==> config.mk <==
export PLATFORM = sky130hd
export DESIGN_NAME = cpu8
export DESIGN_NICKNAME = d
export VERILOG_FILES = /design/src/rtl/cpu8.sv
export SDC_FILE = /design/constraint.sdc
export NUM_CORES = 1
export LEC_CHECK = 0
export BUFFER_PORTS_ARGS = -buffer_cell sky130_fd_sc_hd__buf_2
export CAP_MARGIN = 10
export CORE_MARGIN = 2
export CORE_UTILIZATION = 49
export DETAILED_ROUTE_END_ITERATION = 10
export GPL_TIMING_DRIVEN = 0
export MAX_ROUTING_LAYER = met4
export PLACE_DENSITY = 0.7
export SLEW_MARGIN = 30
export SYNTH_ARGS = -nofsm -noshare
export SYNTH_HDL_FRONTEND = slang
export SYNTH_SLANG_ARGS = --single-unit
==> constraint.sdc <==
create_clock -name clk -period 6.02 [get_ports clk]
set_clock_uncertainty 0.05 [all_clocks]
set_input_delay 0.301 -clock clk [delete_from_list [all_inputs] [get_ports clk]]
set_output_delay 0.301 -clock clk [all_outputs]
set_load 0.05 [all_outputs]
==> src/rtl/cpu8.sv <==
// Single-cycle 8-bit register CPU: one 32-bit instruction executed per enabled clock.
// Optional multiplier for ACC UMT is compiled in when CPU_MUL_EN is defined.
module cpu8 (
    input  logic        clk,
    input  logic        resetn,
    input  logic        enable,
    input  logic [31:0] instruction,
    output logic [7:0]  instruction_pointer,
    input  logic [7:0]  din,
    input  logic [7:0]  gpi,
    output logic [7:0]  reg_gout,
    output logic [7:0]  reg_dout,
    output logic [7:0]  reg_flag
);

    localparam logic [3:0] GRP_MOV = 4'h0;
    localparam logic [3:0] GRP_ACC = 4'h1;
    localparam logic [3:0] GRP_JMP = 4'h2;

    logic [7:0] ip_q;
    logic [7:0] gp_q [0:3];
    logic [7:0] dout_q;
    logic [7:0] gout_q;
    logic [3:0] flag_q;

    logic [3:0] group;
    logic [3:0] op;
    logic       src_is_reg;
    logic [7:0] src_field;
    logic       dst_is_reg;
    logic [7:0] dst_addr;
    logic       unused_bits;

    assign group      = instruction[31:28];
    assign op         = instruction[27:24];
    assign src_is_reg = instruction[23];
    assign src_field  = instruction[22:15];
    assign dst_is_reg = instruction[14];
    assign dst_addr   = instruction[13:6];
    assign unused_bits = ^{instruction[5:0], dst_addr[7:3]};

    logic [7:0] src_read;
    logic [7:0] s_val;
    logic [7:0] d_val;
    logic [8:0] sum9;
    logic [8:0] diff9;
    logic [7:0] acc_res;
    logic       acc_valid;
    logic       new_c;
    logic       new_v;
    logic       wr_en;
    logic [7:0] wr_data;
    logic       flag_we;
    logic [3:0] flag_next;
    logic       jump_taken;

    // Register-file reads: only the low 3 address bits select a register.
    always_comb begin
        src_read = 8'h00;
        d_val    = 8'h00;
        case (src_field[2:0])
            3'd0, 3'd1, 3'd2, 3'd3: src_read = gp_q[src_field[1:0]];
            3'd4:    src_read = din;
            3'd5:    src_read = gpi;
            3'd6:    src_read = dout_q;
            default: src_read = gout_q;
        endcase
        case (dst_addr[2:0])
            3'd0, 3'd1, 3'd2, 3'd3: d_val = gp_q[dst_addr[1:0]];
            3'd4:    d_val = din;
            3'd5:    d_val = gpi;
            3'd6:    d_val = dout_q;
            default: d_val = gout_q;
        endcase
    end

    assign s_val = src_is_reg ? src_read : src_field;
    assign sum9  = {1'b0, d_val} + {1'b0, s_val};
    assign diff9 = {1'b0, d_val} - {1'b0, s_val};

`ifdef CPU_MUL_EN
    logic [15:0] prod16;
    assign prod16 = d_val * s_val;
`endif

    always_comb begin
        acc_res   = 8'h00;
        acc_valid = 1'b0;
        new_c     = 1'b0;
        new_v     = 1'b0;
        wr_en     = 1'b0;
        wr_data   = d_val;
        flag_we   = 1'b0;
        flag_next = flag_q;
        jump_taken = 1'b0;

        case (op)
            4'd0: begin acc_res = sum9[7:0]; new_c = sum9[8]; acc_valid = 1'b1; end
            4'd1: begin
                acc_res = sum9[7:0];
                new_c   = sum9[8];
                new_v   = (d_val[7] == s_val[7]) && (sum9[7] != d_val[7]);
                acc_valid = 1'b1;
            end
            4'd2: begin
                acc_res = diff9[7:0];
                new_c   = diff9[8];
                new_v   = (d_val[7] != s_val[7]) && (diff9[7] != d_val[7]);
                acc_valid = 1'b1;
            end
`ifdef CPU_MUL_EN
            4'd3: begin acc_res = prod16[7:0]; new_c = |prod16[15:8]; acc_valid = 1'b1; end
`endif
            4'd4: begin acc_res = d_val & s_val; acc_valid = 1'b1; end
            4'd5: begin acc_res = d_val | s_val; acc_valid = 1'b1; end
            4'd6: begin acc_res = d_val ^ s_val; acc_valid = 1'b1; end
            default: ;
        endcase

        case (group)
            GRP_MOV: if (dst_is_reg) begin
                case (op)
                    4'd0: begin wr_en = 1'b1; wr_data = s_val; end
                    4'd1: begin wr_en = 1'b1; wr_data = {s_val[6:0], 1'b0}; end
                    4'd2: begin wr_en = 1'b1; wr_data = {1'b0, s_val[7:1]}; end
                    4'd3: begin wr_en = 1'b1; wr_data = ~s_val; end
                    default: ;
                endcase
            end
            GRP_ACC: if (dst_is_reg && acc_valid) begin
                wr_en     = 1'b1;
                wr_data   = acc_res;
                flag_we   = 1'b1;
                flag_next = {new_v, acc_res[7], new_c, (acc_res == 8'h00)};
            end
            GRP_JMP: begin
                case (op)
                    4'd0: jump_taken = 1'b1;
                    4'd1: jump_taken = flag_q[0];
                    4'd2: jump_taken = flag_q[1];
                    4'd3: jump_taken = flag_q[2];
                    default: ;
                endcase
            end
            default: ;
        endcase
    end

    // Reset overrides enable; writes to the read-only DIN/GPI addresses fall through.
    always_ff @(posedge clk) begin
        if (!resetn) begin
            ip_q    <= 8'h00;
            gp_q[0] <= 8'h00;
            gp_q[1] <= 8'h00;
            gp_q[2] <= 8'h00;
            gp_q[3] <= 8'h00;
            dout_q  <= 8'h00;
            gout_q  <= 8'h00;
            flag_q  <= 4'h0;
        end else if (enable) begin
            ip_q <= jump_taken ? s_val : ip_q + 8'd1;
            if (wr_en) begin
                case (dst_addr[2:0])
                    3'd0, 3'd1, 3'd2, 3'd3: gp_q[dst_addr[1:0]] <= wr_data;
                    3'd6:    dout_q <= wr_data;
                    3'd7:    gout_q <= wr_data;
                    default: ;
                endcase
            end
            if (flag_we) flag_q <= flag_next;
        end
    end

    assign instruction_pointer = ip_q;
    assign reg_dout = dout_q;
    assign reg_gout = gout_q;
    assign reg_flag = {4'h0, flag_q};

endmodule

* Word level (Yosys, flattened, before mapping)
Memories as Yosys holds them, arrays and structs flattened. Index checks and enable logic that the tools add are counted.
Cells by class: $add $sub $neg 3, equality and inequality tests 25, mux-type cells 28, bitwise logic cells 4, reduce and logical (&&, ||, !) cells 17
Operators with widths (number):
- 8-bit one-hot mux with 4 select lines | 3
- 8-bit two-way mux | 5
- 8-bit one-hot mux with 5 select lines | 1
- 3-bit equality test, second input constant | 7
- 8-bit one-hot mux with 2 select lines | 1
- 1-bit two-way mux | 13
- 3-bit by 2-bit equality test with 1-bit output, second input constant | 4
- 4-bit by 2-bit equality test with 1-bit output, second input constant | 3
- 4-bit by 3-bit equality test with 1-bit output, second input constant | 3
- 4-bit OR reduction | 3
- 8-bit by 8-bit adder with 9-bit output | 1
- 8-bit by 8-bit subtractor with 9-bit output | 1
- 8-bit by 1-bit adder with 8-bit output, second input constant | 1
- 8-bit bitwise AND | 1
- 4-bit by 1-bit equality test with 1-bit output, second input constant | 2
- 4-bit logical NOT | 2
- 8-bit logical NOT | 1
- 8-bit inverter | 1
- 8-bit bitwise OR | 1
- 8-bit OR reduction | 1
- 8-bit XOR | 1
- 3-bit by 1-bit equality test with 1-bit output, second input constant | 2
- 3-bit logical NOT | 2
- 1-bit one-hot mux with 2 select lines | 3
- other kinds (9) | 14
Word-level totals: bits in registers 28, RAM bits 32, input port bits 51, output and inout port bits 32, word-level logic and storage cells 82, memories 1
Memory list:
- gp_q | words 4, width 8, read ports 2, clocked after memory_dff 0, write ports 4, RTL line 21 | logic [7:0] gp_q [0:3];

* Longest topological paths before layout
Gate-level depths: netlist of the first run.
depth after elaboration 12, gate-level depth with buffers 18, gate-level depth less buffers 15

* Worst setup path before layout of the first run
OpenSTA, ideal clock, no wires.
path kind flip-flop to flip-flop, from register dout_q[1] (netlist: reg_dout[1]), to memory gp_q[0][7], data pin, library setup time 267 ps, data arrival time 3411 ps, data required time 5703 ps, slack 2292 ps, stages on the path, launching flop included 14, buffers on the path 0, clock period less this slack 3728 ps, cell sequence dfxtp_1 -> mux2i_1 -> mux4_2 -> a31oi_4 -> inv_1 -> ha_1 -> o21bai_1 -> a21oi_1 -> o31ai_1 -> a221oi_1 -> o22a_1 -> a21oi_1 -> a211oi_2 -> nor2_1
RTL lines:
- from (decl) | RTL line 22 | logic [7:0] dout_q;
- from (signal assigned) | RTL line 165 | 3'd6: dout_q <= wr_data;
- to (decl) | RTL line 21

==> reports/results.ini, run 1 <==
[outcome]
status=completed

[timing]
fin_crit_sh_pct=78.5
rsz0062_at_grt=false
slew_viol_final=0
finalHoldViolations=0
finalSetupViolations=0
fin_ws_ns=1.29
tightest_slew_ns=0.810
fin_crit_ns=4.73
fmax_mhz=212
slew_headroom_pct=45.6
whs_ns=0.266
fin_setup_tns_ns=0

[synthesis]
mappedNetlistArea_um2=5330
synth-edff-count=32
ys_seq_area_share_pct=28.6
synth.yosys.warnings=0
avgSynthCellArea_um2=8.45
async_flop_share_pct=0
synthCells=631
synth.distinct_cells=79
yosys_most_used_dff=edfxtp_1
synth-seq-cells=60

[clock_tree]
clkSlewWorstSetupHoldPaths_ns=0.08
clock_path_buffers=2
cts.repair.resized=0
clk_latency_ns=0.36
cts_tree=built
cts_buffers=9
clock-root-buffer=clkbuf_8
post_cts_buffers=0
ctsHoldBuffers=0
htree_levels=3
clock_sinks=60

[finish]
final_nets=785
nFillCells=1056
syn2layout_area_growth_pct=13.1
register_area_um2=1520
multiInputGateArea_um2=3430
mostFrequentLayoutCell=nor2_1
stdcell_count=852
antenna-diode-count=0
drive_above_1_share_pct=20.4
layout_common_cells=nor2_1 (84), buf_2 (71), a21oi_1 (48)

[run]
cap_viol_max_count=0

[power]
pwr-share-seq_pct=37.1
switchingPower_uw=432
total_power_uw=1200
p_int_uw=767
swShare_pct=36.0
ir_worst_vdd_mv=0.144
power.density_nw_per_um2=199
share_comb_of_total_power_pct=32.1
p_clk_share_pct=30.9
power_leakage_uw=0.00243

[route]
drt-vias-per-instance=6.31
routed_wl_um=17600
vias=5379
drc=0
firstDrtPassIters=8
ant_nets=0
avgRoutedWirePerCell_um=20.6
drt_iter0_drc=450

[global_routing]
grt_start_max_net_pins=12
grt_pass1_vias=5083
gr-total-overflow=0
antenna_found_initial=0
grt_pass1_wl_um=27200
grt_use_total_pct=31.3

[floorplanning]
coreArea_um2=10700
rows=38
initial_core_util_pct=49.6
fp.dieW_um=108
ios=83
die_y_um=108
dieArea_um2=11700

[critical_path]
critPathRequiredTime_ns=6.05
path_class=input pin to register
critPathMaxFanout=10
startpoint_type=input pin
arrival_ns=4.76
cp-end-kind=register

[place]
dpl_worst_slack_ns=1.08
place_congestion=0.962
place_hpwl_um=13500
placed_cells=836
placement.io_buffers=62

[worst_hold_path]
hp-class=input pin to register

==> flip-flops by register name, summed over array words and instances, names as in the netlist <==
register	cells
instruction_pointer	8
gp_q	32
flag_q	4
reg_dout	8
reg_gout	8
==> worst max-delay path, cell delays in order <==
cell and delay, ns:
buf_2 0.13, buf_1 0.47, buf_2 0.37, o22ai_1 0.11
a211oi_1 0.65, ha_1 0.38, o21bai_1 0.18, a21oi_1 0.14
o31ai_1 0.59, a221oi_1 0.28, a221oi_1 0.34, a21oi_1 0.14
a211oi_2 0.56, nor2_1 0.11
==> routing by layer <==
layer  wire length, um  global-route usage [%]  up-vias  share of wire [%]
li1                  -                       -     2477                  -
met1              6870                    37.2     2579                 39
met2              8870                    53.1      273                 51
met3              1260                    4.94       50                7.2
met4               554                    12.7        0                3.2
met5                 0                       -        -                  0
==> cell families (layout without fill, tap and decap cells) <==
logic type      Yosys count  after routing  share of synthesized area, %
compound gates          198            198                          26.0
xor+xnor                  3              3                         0.493
fa+ha+maj                27             27                          6.62
buf+inv                  80            158                          7.42
flops                    60             60                          28.6
mux                      50             50                          11.8
other cells               1              4                        0.0704
simple gates            212            212                          19.0
==> cell usage after synthesis (4+ instances only) <==
master     number  area share [%]
nor4_1          5            0.59
nand3_1        13             1.2
or3_1           5            0.59
clkbuf_1       23             1.6
o22a_1          4            0.66
a31oi_1         4            0.47
nor3b_1         4            0.56
mux2_2         12             2.5
a211oi_1       11             1.5
o31ai_1         4            0.56
edfxtp_1       32              18
buf_4           6            0.85
buf_2           9            0.85
nand2b_1       12             1.4
o21ai_0        39             3.7
nor2b_1         7            0.82
and2_1          5            0.59
o221ai_1        8             1.3
nand3b_1        4            0.56
and3_1          7            0.82
buf_6           6             1.3
o211ai_1        4            0.56
a21oi_1        48             4.5
inv_1          27             1.9
nor3_1          9            0.85
mux4_2          9             3.8
a22oi_1         7            0.99
dfxtp_1        28              11
ha_1           25             5.9
nand2_1        45             3.2
buf_1           7            0.49
nor2_1         84             5.9
o22ai_1        14             1.6
o21bai_1        7            0.99
o2bb2ai_1       4            0.66
mux2i_1        27             5.1
==> path summary, 6_finish.rpt <==
path                                              from                     end  slack [ns]  cells after the start
worst max-delay path                    instruction[7]              gp_q[0][7]        1.29                     14
worst min-delay path                            resetn               flag_q[1]        0.27                      3
worst max register to register              gp_q[3][2]              gp_q[0][7]        1.53                     12
worst min register to register  instruction_pointer[7]  instruction_pointer[7]        0.43                      2
==> per-stage QoR <==
stage | instance area [um^2] | util (%)
after detailed placement | 5830 | 54.3
after global placement | 5830 | 54.2
after CTS | 6020 | 56.0
after global routing | 6030 | 56.1
after floorplan | 5340 | -
final | 6030 | 56.1
==> power groups by stage <==
| stage | Sequential (uW) | Combinational [uW] | Clock [uW] |
|---|---|---|---|
| 2_1_floorplan | 457 | 266 | 0 |
| 3_3_place_gp | 453 | 366 | 0 |
| 3_5_place_dp | 454 | 373 | 0 |
| 4_1_cts | 444 | 376 | 372 |
| 5_1_grt | 446 | 415 | 387 |
| 6_report | 445 | 384 | 370 |
==> cell type report <==
| type | count | share of cell area, % |
|---|---|---|
| multi-input combinational | 494 | 57.0 |
| sequential | 60 | 25.2 |
| timing repair buffer | 62 | 5.15 |
| buffer | 52 | 4.82 |
| tap | 140 | 2.91 |
| clock buffer | 9 | 2.06 |
| inverter | 28 | 1.74 |
| clock inverter | 7 | 1.12 |
Note: power is estimated with default switching activity, not from simulation.
==> run 2: changes to the inputs <==
--- a/config.mk
+++ b/config.mk
@@ -5,6 +5,7 @@
 export SDC_FILE = /design/constraint.sdc
 export NUM_CORES = 1
 export LEC_CHECK = 0
+export ABC_AREA = 1
 export BUFFER_PORTS_ARGS = -buffer_cell sky130_fd_sc_hd__buf_2
 export CAP_MARGIN = 10
 export CORE_MARGIN = 2
@@ -12,7 +13,7 @@
 export DETAILED_ROUTE_END_ITERATION = 10
 export GPL_TIMING_DRIVEN = 0
 export MAX_ROUTING_LAYER = met4
-export PLACE_DENSITY = 0.7
+export PLACE_DENSITY = 0.73
 export SLEW_MARGIN = 30
 export SYNTH_ARGS = -nofsm -noshare
 export SYNTH_HDL_FRONTEND = slang
==> constraint.sdc (replaced) <==
create_clock -name clk -period 3.85 [get_ports clk]
set_clock_uncertainty 0.05 [all_clocks]
set_input_delay 0.1925 -clock clk [delete_from_list [all_inputs] [get_ports clk]]
set_output_delay 0.1925 -clock clk [all_outputs]
set_load 0.05 [all_outputs]
==> reports/results.ini, run 2 <==
[outcome]
status=completed  ; unchanged

[critical_path]
crit_family=simple AND/OR/NAND/NOR gates  ; was compound AO/OA/AOI/OAI gates
reg2reg_slack_ns=0.40  ; was 1.53 ns
critPathSlowestCell=clkbuf_1  ; was a211oi_1
max_stage_delay_ns=0.42  ; was 0.65 ns
cp-end-kind=register  ; unchanged
critPathRequiredTime_ns=3.88  ; was 6.05 ns
path_buf_inv=3  ; unchanged
arrival_ns=3.57  ; was 4.76 ns
path_class=input pin to register  ; unchanged
crit_chain=buf_2 -> clkbuf_1 -> nand2_1 -> o22ai_1 -> a21oi_1 -> nand3_1 -> nand2_1 -> ha_1 -> fa_1 -> inv_1 -> nand4_1 -> nand3_1 -> nand2_1 -> nand3_1 -> nand2_1 -> o21ai_1 -> nand3_2 -> nand2_2 -> nor2_1  ; was buf_2 -> buf_1 -> buf_2 -> o22ai_1 -> a211oi_1 -> ha_1 -> o21bai_1 -> a21oi_1 -> o31ai_1 -> a221oi_1 -> a221oi_1 -> a21oi_1 -> a211oi_2 -> nor2_1
startpoint_type=input pin  ; unchanged
crit_start=instruction[8]  ; was instruction[7]
critPathMaxFanout=10  ; unchanged
timing.rr.start=gp_q[3][2]  ; unchanged
worst_path_most_repeated_cell=nand2_1

[clock_tree]
clock_sinks=60  ; unchanged
ctsHoldBuffers=0  ; unchanged
clk_latency_ns=0.34  ; was 0.36 ns
htree_levels=3  ; unchanged
post_cts_buffers=0  ; unchanged
cts_tree=built  ; unchanged
cts.repair.resized=0  ; unchanged
cts_buffers=9  ; unchanged
clock-root-buffer=clkbuf_16  ; was clkbuf_8
clkSlewWorstSetupHoldPaths_ns=0.06  ; was 0.08 ns
clock_path_buffers=2  ; unchanged

[route]
drc=0  ; unchanged
ant_nets=0  ; unchanged
avgRoutedWirePerCell_um=17.0  ; was 20.6 um
drt-vias-per-instance=5.69  ; was 6.31
drt_iter0_drc=726  ; was 450
firstDrtPassIters=8  ; unchanged
routed_wl_um=18300  ; was 17600 um
vias=6136  ; was 5379

[global_routing]
gr-total-overflow=0  ; unchanged
antenna_found_initial=0  ; unchanged
grt_start_max_net_pins=13  ; was 12
grt_pass1_vias=5436  ; was 5083
grt_use_total_pct=31.8  ; was 31.3%
grt_pass1_wl_um=28000  ; was 27200 um

[run]
cap_viol_max_count=0  ; unchanged

[finish]
mostFrequentLayoutCell=nand2_1  ; was nor2_1
syn2layout_area_growth_pct=14.8  ; was 13.1%
antenna-diode-count=0  ; unchanged
final_cell_area_um2=6340  ; was 6030 um^2
drive_above_1_share_pct=19.6  ; was 20.4%
nFillCells=1139  ; was 1056
post-route-util_pct=57.9  ; was 56.1%
layout_common_cells=nand2_1 (249), inv_1 (92), nor2_1 (83)  ; was nor2_1 (84), buf_2 (71), a21oi_1 (48)
largest_reg_flops=32  ; unchanged
top_register=gp_q  ; unchanged
final_nets=1012  ; was 785
multiInputGateArea_um2=3420  ; was 3430 um^2
register_area_um2=1520  ; unchanged

[timing]
slew_headroom_pct=33.4  ; was 45.6%
finalSetupViolations=0  ; unchanged
rsz0062_at_grt=false  ; unchanged
fmax_mhz=283
slew_viol_final=0  ; unchanged
finalHoldViolations=0  ; unchanged
tightest_slew_ns=0.992  ; was 0.810 ns
fin_crit_sh_pct=91.9
fin_setup_tns_ns=0  ; unchanged
fin_crit_ns=3.54

[floorplanning]
initial_core_util_pct=50.5  ; was 49.6%
coreArea_um2=10900  ; was 10700 um^2
rows=38  ; unchanged
fp.dieW_um=110  ; was 108 um
dieArea_um2=12100  ; was 11700 um^2
ios=83  ; unchanged
die_y_um=110  ; was 108 um

[synthesis]
synth_common_cells=nand2_1 (249), inv_1 (92), nor2_1 (83)  ; was nor2_1 (84), a21oi_1 (48), nand2_1 (45)
yosys.area.top_type=edfxtp_1  ; unchanged
synth.yosys.warnings=0  ; unchanged
synth-seq-cells=60  ; unchanged
synth.distinct_cells=43  ; was 79
synth_top_area_share_pct=17.4  ; was 18.0%
async_flop_share_pct=0  ; unchanged
yosys_most_used_dff=edfxtp_1  ; unchanged
yosysMostFrequentCell=nand2_1  ; was nor2_1
synthTopCellsByArea=edfxtp_1 (17%), nand2_1 (17%), dfxtp_1 (10%)  ; was edfxtp_1 (18%), dfxtp_1 (11%), nor2_1 (5.9%)
ys_seq_area_share_pct=27.6  ; was 28.6%
synthCells=855  ; was 631
avgSynthCellArea_um2=6.46  ; was 8.45 um^2
mappedNetlistArea_um2=5520  ; was 5330 um^2
synth-edff-count=32  ; unchanged

[place]
dpl-instance-area_um2=6040  ; was 5830 um^2
placement.io_buffers=64  ; was 62
place_congestion=0.961  ; was 0.962
place_hpwl_um=14000  ; was 13500 um

[worst_hold_path]
hp-class=input pin to register  ; unchanged
hp-start=enable  ; was resetn

[power]
ir_worst_vdd_mv=0.179  ; was 0.144 mV
power.density_nw_per_um2=327  ; was 199 nW/um^2
power_leakage_uw=0.00324  ; was 0.00243 uW

==> run 2: changes by cell type in the layout (fill, tap and decap cells not counted), moves of 23 or more <==
cell / change
nand2_1: +204
mux2i_1: -27
nand2_2: +26
nand4_1: +24
inv_1: +65
nand3_1: +52
inv_2: +23
==> run 2: worst register-to-register path: stages (launching register included) <==
cell and delay (ns):
edfxtp_1 0.40, a22oi_1 0.26, a21oi_1 0.11, nor3_1 0.30, nand2_1 0.22, ha_1 0.33
buf_2 0.17, inv_1 0.17, nand4_1 0.16, nand3_1 0.11, nand2_1 0.06, nand3_1 0.07
nand2_1 0.08, o21ai_1 0.35, nand3_2 0.15, nand2_2 0.14, nor2_1 0.05
==> run 2: worst paths after layout <==
path | to | cells past startpoint
max | gp_q[0][6] | 19
min | instruction_pointer[7] | 3
max reg2reg | gp_q[0][6] | 16
min reg2reg | instruction_pointer[7] | 2
==> run 2: power breakdown <==
group / leakage, uW / total (uW) / switching [uW] / internal (uW)
clock network: 0.000150 / 827 / 323 / 504
logic: 0.00253 / 545 / 383 / 161
registers: 0.000555 / 698 / 10.2 / 688
total: 0.00324 / 2070 / 717 / 1350
==> run 2: cell type report <==
class / instances / area share [%]
Tap cell: 140 / 2.76
Sequential cell: 60 / 24.0
Clock buffer: 9 / 3.55
Multi-Input combinational cell: 655 / 54.0
Timing Repair Buffer: 65 / 5.17
Buffer: 23 / 2.19
Inverter: 120 / 7.15
Clock inverter: 7 / 1.18
==> run 2: stage by stage <==
step                power, uW  std cells  hold slack [ns]  worst slack, ns
floorplan                1090        858            0.321            0.939
global placement         1240       1062            0.436           0.0967
detailed placement       1240       1063            0.441           0.0989
CTS                      2060       1079            0.130            0.412
global route             2150       1079            0.179            0.147
finish                   2070       1079            0.126            0.311
==> run 2: logic make-up after synthesis <==
kind of cell | share of synthesized area [%]
buffers and inverters | 10.7
adder cells (fa/ha/maj) | 6.39
other | 0.0679
AO/OA/AOI/OAI | 13.6
AND/OR/NAND/NOR | 40.9
XOR/XNOR | 0.793
flip-flops | 27.6
==> run 2: per-layer routing <==
layer	up-vias	global-route usage, %	part of all wire [%]
li1	2957	-	-
met1	2805	44.8	44
met2	330	46.1	43
met3	44	6.70	11
met4	0	9.20	2.5
met5	-	-	0
